## config.mk

```make
export PLATFORM = sky130hd
export DESIGN_NAME = game_timer_flat
export DESIGN_NICKNAME = d
export VERILOG_FILES = /design/src/rtl/game_timer_if.sv /design/src/rtl/game_timer.sv /design/src/flat_wrapper.sv
export SDC_FILE = /design/constraint.sdc
export NUM_CORES = 1
export LEC_CHECK = 0
export CELL_PAD_IN_SITES_DETAIL_PLACEMENT = 0
export CELL_PAD_IN_SITES_GLOBAL_PLACEMENT = 1
export CORE_UTILIZATION = 29
export DETAILED_ROUTE_END_ITERATION = 16
export DONT_BUFFER_PORTS = 1
export PLACE_DENSITY = 0.58
export SLEW_MARGIN = 30
export SYNTH_ARGS = -nofsm -noshare
export SYNTH_HDL_FRONTEND = slang
export SYNTH_SLANG_ARGS = --single-unit
```

## constraint.sdc

```tcl
create_clock -name clk -period 8.4 [get_ports clk]
set_clock_uncertainty 0.1 [all_clocks]
set_input_delay 0 -clock clk [delete_from_list [all_inputs] [get_ports clk]]
set_output_delay 0 -clock clk [all_outputs]
set_load 0.02 [all_outputs]
```

## src/rtl/game_timer_if.sv

```systemverilog
// ---------------------------------------------------------------------------
// game_timer_if
//   Signal bundle between the game control block (master) and the round
//   engine game_timer (slave).
//
//   Control -> timer : state[1:0], Mode, value[6:0], word_done, key_err
//   Timer -> control : finish, secs[6:0], words[6:0], errs[7:0], wpm[7:0]
// ---------------------------------------------------------------------------
interface game_timer_if;
    logic [1:0] state;
    logic       Mode;
    logic [6:0] value;
    logic       word_done;
    logic       key_err;

    logic       finish;
    logic [6:0] secs;
    logic [6:0] words;
    logic [7:0] errs;
    logic [7:0] wpm;

    modport master (
        output state, Mode, value, word_done, key_err,
        input  finish, secs, words, errs, wpm
    );

    modport slave (
        input  state, Mode, value, word_done, key_err,
        output finish, secs, words, errs, wpm
    );
endinterface

```

## src/rtl/game_timer.sv

```systemverilog
// ---------------------------------------------------------------------------
// game_timer
//   Round engine for the typing game. While the control FSM sits in INGAME
//   (state == 2) it counts game seconds, completed words and wrong
//   keystrokes, and raises finish when the round limit is reached
//   (time mode: seconds run out; word mode: word target reached).
//
//   Parameters:
//     TICKS_PER_SEC : clk cycles per game second (>= 2)
//
//   Ports:
//     clk  : system clock, rising edge
//     rst  : asynchronous, active-high reset
//     bus  : game_timer_if.slave
//            in  state, Mode, value, word_done, key_err
//            out finish, secs, words, errs, wpm
//
//   Build option:
//     GAME_TIMER_WPM_EN : when defined, words-per-minute is computed on the
//                         round-complete edge; otherwise wpm reads 0.
// ---------------------------------------------------------------------------
module game_timer #(
    parameter int unsigned TICKS_PER_SEC = 100_000_000
) (
    input  logic        clk,
    input  logic        rst,
    game_timer_if.slave bus
);

    localparam int unsigned   PW         = (TICKS_PER_SEC > 2) ? $clog2(TICKS_PER_SEC) : 1;
    localparam logic [PW-1:0] PRESC_LAST = PW'(TICKS_PER_SEC - 1);

    typedef enum logic [1:0] {
        IDLE,
        RUN,
        DONE
    } fsm_t;

    fsm_t          fsm_q, fsm_n;
    logic [PW-1:0] presc_q, presc_n;
    logic          mode_q, mode_n;
    logic [6:0]    value_q, value_n;
    logic [6:0]    secs_q, secs_n;
    logic [6:0]    words_q, words_n;
    logic [7:0]    errs_q, errs_n;
    logic          finish_q, finish_n;

    logic          in_game;
    logic          tick;
    logic [6:0]    secs_upd;
    logic [6:0]    words_upd;
    logic [7:0]    errs_upd;
    logic          limit_hit;

    assign in_game = (bus.state == 2'd2);

    // Counter values as they would be after this cycle's events in RUN.
    // Both the completion test and the WPM computation use these so that
    // the limiting tick/word is reflected on the same edge finish rises.
    always_comb begin
        tick      = (presc_q == PRESC_LAST);
        secs_upd  = secs_q;
        words_upd = words_q;
        errs_upd  = errs_q;

        if (tick) begin
            if (mode_q) begin
                if (secs_q != 7'd127) secs_upd = secs_q + 7'd1;
            end else begin
                if (secs_q != '0) secs_upd = secs_q - 7'd1;
            end
        end
        if (bus.word_done && (words_q != 7'd127)) words_upd = words_q + 7'd1;
        if (bus.key_err && (errs_q != 8'd255))    errs_upd  = errs_q + 8'd1;

        limit_hit = mode_q ? (words_upd >= value_q) : (secs_upd == '0);
    end

    always_comb begin
        fsm_n    = fsm_q;
        presc_n  = presc_q;
        mode_n   = mode_q;
        value_n  = value_q;
        secs_n   = secs_q;
        words_n  = words_q;
        errs_n   = errs_q;
        finish_n = finish_q;

        case (fsm_q)
            IDLE: begin
                finish_n = 1'b0;
                if (in_game) begin
                    fsm_n   = RUN;
                    mode_n  = bus.Mode;
                    value_n = bus.value;
                    secs_n  = bus.Mode ? '0 : bus.value;
                    words_n = '0;
                    errs_n  = '0;
                    presc_n = '0;
                end
            end

            RUN: begin
                if (!in_game) begin
                    // Abort: counters keep their values for display.
                    fsm_n    = IDLE;
                    finish_n = 1'b0;
                end else begin
                    presc_n = tick ? '0 : presc_q + PW'(1);
                    secs_n  = secs_upd;
                    words_n = words_upd;
                    errs_n  = errs_upd;
                    if (limit_hit) begin
                        fsm_n    = DONE;
                        finish_n = 1'b1;
                    end
                end
            end

            DONE: begin
                if (bus.state == 2'd0) begin
                    fsm_n    = IDLE;
                    finish_n = 1'b0;
                end
            end

            default: begin
                fsm_n    = IDLE;
                finish_n = 1'b0;
            end
        endcase
    end

    always_ff @(posedge clk or posedge rst) begin
        if (rst) begin
            fsm_q    <= IDLE;
            presc_q  <= '0;
            mode_q   <= 1'b0;
            value_q  <= '0;
            secs_q   <= '0;
            words_q  <= '0;
            errs_q   <= '0;
            finish_q <= 1'b0;
        end else begin
            fsm_q    <= fsm_n;
            presc_q  <= presc_n;
            mode_q   <= mode_n;
            value_q  <= value_n;
            secs_q   <= secs_n;
            words_q  <= words_n;
            errs_q   <= errs_n;
            finish_q <= finish_n;
        end
    end

    assign bus.finish = finish_q;
    assign bus.secs   = secs_q;
    assign bus.words  = words_q;
    assign bus.errs   = errs_q;

`ifdef GAME_TIMER_WPM_EN
    logic [7:0]  wpm_q, wpm_n;
    logic [6:0]  elapsed;
    logic [12:0] words_x60;
    logic [12:0] quotient;

    // 127 words * 60 = 7620 fits in 13 bits.
    always_comb begin
        elapsed = mode_q ? secs_upd : value_q;
        if (elapsed == '0) elapsed = 7'd1;
        words_x60 = 13'(words_upd) * 13'd60;
        quotient  = words_x60 / 13'(elapsed);
        wpm_n     = wpm_q;
        if ((fsm_q == RUN) && in_game && limit_hit)
            wpm_n = (quotient > 13'd255) ? 8'd255 : quotient[7:0];
    end

    always_ff @(posedge clk or posedge rst) begin
        if (rst) wpm_q <= '0;
        else     wpm_q <= wpm_n;
    end

    assign bus.wpm = wpm_q;
`else
    assign bus.wpm = '0;
`endif

endmodule

```

## src/flat_wrapper.sv

```systemverilog
// flat-port wrapper written by rule: the top's interface ports become plain ports
module game_timer_flat 
#(
    parameter int unsigned TICKS_PER_SEC = 100_000_000
)
  (clk, rst, bus_state, bus_Mode, bus_value, bus_word_done, bus_key_err, bus_finish, bus_secs, bus_words, bus_errs, bus_wpm);
  game_timer_if bus_i ();
  input  logic clk;
  input  logic rst;
  input wire logic [$bits(bus_i.state)-1:0] bus_state;
  input wire logic [$bits(bus_i.Mode)-1:0] bus_Mode;
  input wire logic [$bits(bus_i.value)-1:0] bus_value;
  input wire logic [$bits(bus_i.word_done)-1:0] bus_word_done;
  input wire logic [$bits(bus_i.key_err)-1:0] bus_key_err;
  output wire logic [$bits(bus_i.finish)-1:0] bus_finish;
  output wire logic [$bits(bus_i.secs)-1:0] bus_secs;
  output wire logic [$bits(bus_i.words)-1:0] bus_words;
  output wire logic [$bits(bus_i.errs)-1:0] bus_errs;
  output wire logic [$bits(bus_i.wpm)-1:0] bus_wpm;
  assign bus_i.state = bus_state;
  assign bus_i.Mode = bus_Mode;
  assign bus_i.value = bus_value;
  assign bus_i.word_done = bus_word_done;
  assign bus_i.key_err = bus_key_err;
  assign bus_finish = bus_i.finish;
  assign bus_secs = bus_i.secs;
  assign bus_words = bus_i.words;
  assign bus_errs = bus_i.errs;
  assign bus_wpm = bus_i.wpm;
  game_timer #(.TICKS_PER_SEC(TICKS_PER_SEC)) u_core (.clk(clk), .rst(rst), .bus(bus_i));
endmodule
```

==> impl_metrics.yaml, run 1 <==
power_and_ir_drop:
  ir_drop_v: 0.0000781
  intPower_uw: 611
  comb_power_share: 0.116
  power_leakage_uw: 0.00190
  clockPowerShare: 0.484
  switching_power_uw: 231
  p_per_area_mw_per_mm2: 193
  power_frac_seq: 0.400
  swShare: 0.275
cells_and_area:
  final_common_cell: "dfrtp_1"
  n_fill_cell: 1335
  area_growth_pct: 15.2
  num_antenna_cells: 0
  nNetsFinal: 459
  drive_gt1_frac: 0.0961
  design_area_mm2: 0.00438
  layout_common_cells: "60 x dfrtp_1, 48 x nand2_1, 41 x nor2_1, 27 x o21ai_0, 22 x nand3_1"
route:
  via_per_inst: 5.13
  routedWlPerCell_um: 16.0
  drt_iter0_drc: 198
  ant_nets: 0
  postRouteWirelength_um: 9720
  routed-via-count: 3126
  dr.pass1.iters: 4
  drc: 0
placed_design:
  gp_congestion: 0.811
  post_dp_cell_area_mm2: 0.00392
  dp_slack_ns: 5.29
  numPortBuffers: 0
  place.detailed.hpwl_um: 6950
die:
  fp.dieW_um: 116
  initial_utilization: 0.299
  die_h_um: 116
  ios: 45
  num_rows: 41
  core_area_mm2: 0.0127
  dieArea_mm2: 0.0136
global_route:
  grt_antenna_before_repair: 0
  track_usage: 0.158
  grt_max_degree: 61
  grt_pass1_vias: 3227
  grt_overflow: 0
  grt_pass1_wl_um: 16600
logic_synthesis:
  synth_edf_count: 0
  synth_warnings: 0
  synthArstFlopShare: 1.00
  ys.flop_type: "dfrtp_1"
  synth_top_area_share: 0.395
  ys_types: 61
  avgSynthCellArea_um2: 9.03
  yosysTopAreaCell: "dfrtp_1"
  yosys-top-cells-area: "dfrtp_1 40%, nand2_1 4.7%, ha_1 4.3%, nor2_1 4.1%, xor2_1 3.9%"
  synth_area_mm2: 0.00380
  synth_seq_cells: 60
  yosysSeqAreaShare: 0.395
  synthCells: 421
sta:
  hold_violations: 0
  setup-violations-final: 0
  worst_pin_slew_ns: 0.805
  grt_setup_unrepaired: "false"
  setup_tns_ns: 0
  worst_slack_ns: 5.25
  max_freq_mhz: 318
  final_max_slew_viol_count: 0
  slew_headroom: 0.463
  finalCritPeriodShare: 0.375
  finalWorstPathRequiredPeriod_ns: 3.15
clock_network:
  clock_latency_ns: 0.32
  clock_path_buffers: 2
  postCtsSetupBuffers: 0
  cts_root_buf: "clkbuf_16"
  cts_tree: "yes"
  cts_buffers: 9
  cts_sinks: 60
  h-tree-depth: 3
  clk_pin_slew_ns: 0.06
setup_path:
  required_ns: 8.53
  worstSetupPathType: "reg -> reg"
  crit_fanout: 7
  arrival_ns: 3.28
  end_kind: "flip-flop"
  start_kind: "flip-flop"
min_path:
  min_path_type: "in -> reg"
job:
  max-cap-violations: 0
status:
  status: "complete, no violations"
sequential cells by signal, summed over array words and instances (netlist names):
signal / count
u_core.bus.errs: 8
u_core.value_q: 7
u_core.bus.finish: 1
u_core.bus.secs: 7
u_core.fsm_q: 2
u_core.bus.words: 7
u_core.mode_q: 1
u_core.presc_q: 27
timing repair:
item	CTS	global route
endpoints found under the hold margin	79	0
resized for setup	0	0
hold buffers	13	0
per-layer routing:
metal  global-route usage  wire length [um]  vias to the layer above
met1                0.211              4790                     1548
met5                    0                 0                        -
met2                0.260              4500                       50
met4               0.0385                51                        0
met3               0.0353               384                        4
li1                     -                 -                     1524
synth_stat cells, drive strengths merged, types with 2 or more instances:
cell type,n
nor3,12
a32o,5
a21o,8
and4,2
a21oi,20
a31oi,7
nor2b,2
nand3,23
xnor2,7
mux2i,2
ha,13
a22o,2
xor2,17
a221oi,3
o21ai,27
o2111ai,2
nand3b,3
nand2b,7
nor2,42
buf,17
nand2,48
o31ai,7
nand4,13
dfrtp,60
inv,15
mux2,4
nor4b,4
or3,7
o211ai,2
and3,10
clkbuf,7
nor4,4
and2,3
worst paths after layout:
path | end | from | depth (start not counted) | slack, ns
min reg2reg | u_core.value_q[0] | u_core.value_q[0] | 1 | 0.43
min in group asynchronous | u_core.presc_q[4] | rst | 3 | 0.27
max | u_core.fsm_q[0] | u_core.bus.words[0] | 13 | 5.25
min | u_core.bus.words[0] | bus_word_done | 2 | 0.02
max reg2reg | u_core.fsm_q[0] | u_core.bus.words[0] | 13 | 5.25
max in group asynchronous | u_core.bus.secs[4] | rst | 3 | 7.39
critical path: stages, from the launching register on:
cell and delay (ns):
dfrtp_1 0.51, ha_1 0.29, nand2_1 0.07, nor2_1 0.07, a21boi_2 0.29, nand4_1 0.25, nor2_1 0.21, xor2_1 0.21
ha_1 0.28, a21oi_1 0.14, nor2b_1 0.05, o21ai_0 0.13, o21ai_0 0.18, a221oi_2 0.29
logic make-up (layout without fill, tap and decap cells):
| group | after synthesis | count (layout) | share of synthesized area |
|---|---|---|---|
| AOI/OAI and AO/OA | 93 | 93 | 0.162 |
| and+or+nand+nor | 185 | 185 | 0.272 |
| xor gates and xnor gates | 24 | 24 | 0.0553 |
| muxes | 6 | 6 | 0.0171 |
| DFF | 60 | 60 | 0.395 |
| other | 1 | 8 | 0.000987 |
| adders and majority gates | 13 | 13 | 0.0428 |
| buffers and inverters | 39 | 48 | 0.0547 |
area by class of cell:
class,instances,area [um2],area share
repair buffers,17,160,0.0366
flip-flops and latches,60,1500,0.343
inverters,15,56.3,0.0129
multi-input cells,329,2120,0.484
clock buffers,11,243,0.0555
well taps,172,215,0.0492
clock inverters,5,83.8,0.0192
metrics by stage:
stage | hold WS, ns | std cells | power (uW) | utilization
CTS | 0.00659 | 609 | 852 | 0.344
detailed placement | 0.0245 | 580 | 435 | 0.308
global route | 0.00779 | 609 | 885 | 0.344
finish | 0.0172 | 609 | 843 | 0.344
floorplan | 0.0168 | 428 | 413 | -
global placement | 0.0203 | 580 | 434 | 0.308
power groups by stage:
stage | combinational, uW | clock, uW | sequential, uW
final | 97.6 | 408 | 337
after CTS | 99.0 | 416 | 337
after detailed placement | 92.5 | 0 | 342
after global routing | 111 | 433 | 341
after floorplan | 86.1 | 0 | 327
after global placement | 91.3 | 0 | 343
(Power assumes the default switching activity.)
==> run 2, diff against run 1 <==
- PLACE_DENSITY: 0.58 -> 0.6
- clock period: 8.4 -> 2.6 ns (I/O delays scaled with it)
==> run 2 against run 1 <==
The run now ends with negative setup slack left. Non-clock buffer count is 38 higher. Register-to-register slack worse by 5.3 ns. Combinational power grew to 4.5 times the previous value. Critical endpoint unchanged. Largest cell class unchanged. Largest power group unchanged.
==> impl_metrics.yaml, run 2 (same netlist as run 1, synthesis figures left out) <==
sta:
  worst_slack_ns: -0.0182
  finalCritPeriodShare: 1.01
  hold_violations: 0
  worst_hold_slack_ns: 0.000637
  setup-violations-final: 1
  final_max_slew_viol_count: 0
  max_freq_mhz: 382
  worst_pin_slew_ns: 0.601
  finalWorstPathRequiredPeriod_ns: 2.62
  grt_setup_unrepaired: "true"
  slew_headroom: 0.599
setup_path:
  r2r-end: "u_core.fsm_q[0]"
  r2r-start: "u_core.bus.words[0]"
  worstSetupEndpoint: "u_core.fsm_q[0]"
  crit_start: "u_core.bus.words[0]"
  cp_slowest_cell: "dfrtp_2"
  cpLargestDelayFamily: "compound AO/OA/AOI/OAI gates"
  cpMostUsedCell: "a21o_1"
  path_depth: 12
  worstSetupPathType: "reg -> reg"
  critPathMaxStageDelay_ns: 0.42
  path_buf_inv: 1
  start_kind: "flip-flop"
  end_kind: "flip-flop"
  rr_worst_depth: 12
  crit_fanout: 4
  arrival_ns: 2.75
  reg2reg_slack_ns: -0.02
  crit_chain: "ha_4, nand2_4, nor2_4, a21boi_4, buf_4, mux2_2, ha_1, a21o_1, a21o_1, a21oi_2, o21ai_2, a221oi_2"
  required_ns: 2.73
global_route:
  grt-busiest-layer: "met2"
  track_usage: 0.165
  grt_max_degree: 45
  grt_overflow: 0
  grt_antenna_before_repair: 0
  grt_pass1_vias: 3342
  grt_pass1_wl_um: 17100
  grt_use_met2: 0.267
  gr-usage-met3: 0.0415
  use_met1: 0.219
die:
  ios: 45
  fp.dieW_um: 116
  initial_utilization: 0.299
  core_area_mm2: 0.0127
  die_h_um: 116
  num_rows: 41
  dieArea_mm2: 0.0136
cells_and_area:
  n_fill_cell: 1363
  largest_register: "u_core.presc_q"
  regArea_mm2: 0.00150
  multiInputGateArea_mm2: 0.00217
  nNetsFinal: 497
  largest_register_ffs: 27
  area_growth_pct: 23.1
  final_common_cell: "dfrtp_1"
  drive_gt1_frac: 0.187
  num_antenna_cells: 0
  layout_common_cells: "58 x dfrtp_1, 47 x nand2_1, 42 x buf_4, 40 x nor2_1, 25 x o21ai_0"
power_and_ir_drop:
  total_power_uw: 2600
  power_leakage_uw: 0.00210
  ir_drop_v: 0.000270
  p_per_area_mw_per_mm2: 556
status:
  status: "finished, violations left"
  failed_checks: "negative setup slack"
clock_network:
  clock_path_buffers: 2
  cts_buffers: 9
  h-tree-depth: 3
  cts_tree: "yes"
  clk_pin_slew_ns: 0.05
  cts_sinks: 60
  clock_latency_ns: 0.33
  cts_root_buf: "clkbuf_16"
route:
  routed-via-count: 3267
  drc: 0
  routedWlPerCell_um: 15.6
  postRouteWirelength_um: 10100
  ant_nets: 0
  dr.pass1.iters: 4
  via_per_inst: 5.05
  drt_iter0_drc: 162
placed_design:
  gp_congestion: 0.812
  numPortBuffers: 0
  dp_slack_ns: 0.0216
  place.detailed.hpwl_um: 7470
min_path:
  min_path_type: "in -> async"
job:
  max-cap-violations: 0
==> run 2: changes by cell type in the layout (fill, tap and decap cells not counted), moves of 2 or more <==
cell / change
dfrtp_2: +2
a21oi_2: +2
buf_4: +38
a21oi_1: -2
bufinv_16: -2
dfrtp_1: -2
o21ai_0: -2
==> run 2: cell type report <==
class	instances	share of cell area
Sequential cell	60	0.322
Clock inverter	3	0.00455
Tap cell	172	0.0460
Multi-Input combinational cell	329	0.465
Inverter	15	0.0120
Timing Repair Buffer	55	0.0952
Clock buffer	13	0.0556
==> run 2: worst min-delay path by stage <==
stage                 start                 to  slack, ns  depth (start not counted)
6_report                rst  u_core.presc_q[6]     0.0006                          2
5_1_grt                 rst  u_core.presc_q[5]       0.04                          2
4_1_cts                 rst  u_core.presc_q[6]      0.006                          2
3_5_place_dp            rst  u_core.presc_q[7]      -0.21                          1
3_3_place_gp            rst  u_core.presc_q[5]      -0.22                          1
2_1_floorplan  bus_value[1]  u_core.value_q[1]       0.02                          2
==> run 2: what timing repair did <==
item	in CTS	in global routing
endpoints found under the setup margin	3	4
endpoints found under the hold margin	34	0
hold buffers	13	0
gates resized for setup	0	8
setup buffers	4	2
pin swaps	6	12
==> run 2: per-layer routing <==
layer / wire, um / vias up
met2: 4720 / 68
met4: 82 / 0
met5: 0 / -
li1: - / 1601
met3: 487 / 6
met1: 4770 / 1592
==> run 2: power by group <==
part,switching [uW],internal (uW)
logic,263,177
clock network,425,697
registers,56.3,980
==> run 2: through the flow <==
stage          instances   util  setup TNS [ns]  cell area (um2)
2_1_floorplan        428      -        -0.00569             3850
3_3_place_gp         612  0.329               0             4180
3_5_place_dp         612  0.329               0             4180
4_1_cts              645  0.363               0             4620
5_1_grt              647  0.368          -0.353             4680
6_report             647  0.368         -0.0182             4680
==> run 3, diff against run 2 <==
- MAX_ROUTING_LAYER: not set -> met4
==> run 3 against run 2 <==
Power barely moved. Register-to-register slack about the same. Critical path type unchanged. Sequential share of layout area unchanged. The run still ends with negative setup slack left. Largest power group unchanged. Die area unchanged. Highest routed layer unchanged.
==> impl_metrics.yaml, run 3 (same netlist as run 1, synthesis figures left out) <==
setup_path:
  arrival_ns: 2.75
  critPathMaxStageDelay_ns: 0.42
  rr_worst_depth: 12
  worstSetupPathType: "reg -> reg"
  crit_start: "u_core.bus.words[0]"
  r2r-start: "u_core.bus.words[0]"
  end_kind: "flip-flop"
  crit_fanout: 4
  crit_chain: "ha_4, nand2_4, nor2_4, a21boi_4, buf_4, mux2_2, ha_1, a21o_1, a21o_1, a21oi_2, o21ai_2, a221oi_2"
  cp_slowest_cell: "dfrtp_2"
  cpMostUsedCell: "a21o_1"
  required_ns: 2.73
  start_kind: "flip-flop"
die:
  ios: 45
  num_rows: 41
  fp.dieW_um: 116
  core_area_mm2: 0.0127
  initial_utilization: 0.299
  dieArea_mm2: 0.0136
  die_h_um: 116
route:
  drt_iter0_drc: 196
  dr.pass1.iters: 4
  routedWlPerCell_um: 15.5
  ant_nets: 0
  drc: 0
  routed-via-count: 3249
  via_per_inst: 5.02
  postRouteWirelength_um: 10000
sta:
  setup-violations-final: 1
  worst_slack_ns: -0.0200
  max_freq_mhz: 382
  hold_violations: 0
  final_max_slew_viol_count: 0
  finalWorstPathRequiredPeriod_ns: 2.62
  worst_pin_slew_ns: 0.598
  slew_headroom: 0.601
  finalCritPeriodShare: 1.01
  grt_setup_unrepaired: "true"
clock_network:
  clock_latency_ns: 0.33
  clk_pin_slew_ns: 0.05
  cts_tree: "yes"
  h-tree-depth: 3
  cts_buffers: 9
  clock_path_buffers: 2
  cts_sinks: 60
  cts_root_buf: "clkbuf_16"
cells_and_area:
  drive_gt1_frac: 0.187
  stdcell_count: 647
  num_antenna_cells: 0
  largest_register: "u_core.presc_q"
  nNetsFinal: 497
  final_common_cell: "dfrtp_1"
  layout_common_cells: "58 x dfrtp_1, 47 x nand2_1, 42 x buf_4, 40 x nor2_1, 25 x o21ai_0"
  largest_register_ffs: 27
  area_growth_pct: 23.1
  design_area_mm2: 0.00468
placed_design:
  post_dp_cell_area_mm2: 0.00418
  place.detailed.hpwl_um: 7470
  dp_slack_ns: 0.0216
  gp_congestion: 0.824
  post-place-cells: 612
  numPortBuffers: 0
global_route:
  grt_pass1_vias: 3334
  grt_max_degree: 45
  grt_use_met2: 0.267
  grt-busiest-layer: "met2"
  track_usage: 0.170
  use_met1: 0.219
  grt_overflow: 0
  gr-usage-met3: 0.0431
  grt_antenna_before_repair: 0
  grt_pass1_wl_um: 17100
min_path:
  min_path_type: "in -> async"
job:
  max-cap-violations: 0
status:
  status: "finished, violations left"
  failed_checks: "negative setup slack"
power_and_ir_drop:
  power_leakage_uw: 0.00210
  ir_drop_v: 0.000270
  total_power_uw: 2600
  p_per_area_mw_per_mm2: 556
-- run 3: cell counts in the layout (fill, tap and decap cells not counted) --
Identical to the previous run, type by type.
-- run 3: final cells by class --
type,instances,area (um2)
fill,1363,8050
multi-input combinational,329,2170
sequential,60,1500
timing repair buffer,55,445
clock buffer,13,260
tap,172,215
inverter,15,56.3
clock inverter,3,21.3
-- run 3: worst paths after layout --
| check | end | slack [ns] |
|---|---|---|
| min in group clk | u_core.bus.words[3] | 0.03 |
| worst min-delay path | u_core.presc_q[6] | 0.00002 |
| worst max-delay path | u_core.fsm_q[0] | -0.02 |
| max in group asynchronous | u_core.bus.words[0] | 1.45 |
| worst max register to register | u_core.fsm_q[0] | -0.02 |
| worst min register to register | u_core.value_q[0] | 0.43 |
-- run 3: metal layers --
| layer | vias up | share of wire |
|---|---|---|
| met3 | 5 | 0.044 |
| met5 | - | 0 |
| met1 | 1579 | 0.48 |
| met2 | 63 | 0.47 |
| met4 | 0 | 0.0068 |
| li1 | 1602 | - |
-- run 3: report_power, final --
group          switching (uW)  total, uW  internal (uW)
Combinational             263        440            177
Sequential               56.6       1040            980
Clock                     424       1120            697
Total                     744       2600           1850
-- run 3: timing repair --
action                                  in CTS  in global routing
resized for setup                            0                  8
hold endpoints to repair                    34                  0
setup buffers                                4                  2
pin swaps                                    6                 12
endpoints found under the setup margin       3                  4
hold buffers                                13                  0
-- run 3: critical path, delay by kind of cell (launching register included) --
kind	cells	cell delay (ns)
mux	1	0.34
compound gates	6	0.98
simple gates	2	0.10
buf+inv	1	0.13
flops	1	0.42
fa+ha+maj	2	0.46
-- run 3: stage by stage --
stage | utilization | hold slack [ns] | setup TNS (ns)
detailed placement | 0.329 | -0.214 | 0
floorplan | - | 0.0168 | -0.00569
finish | 0.368 | 0.0000183 | -0.0200
CTS | 0.363 | 0.00610 | 0
global route | 0.368 | 0.0405 | -0.353
global placement | 0.329 | -0.219 | 0
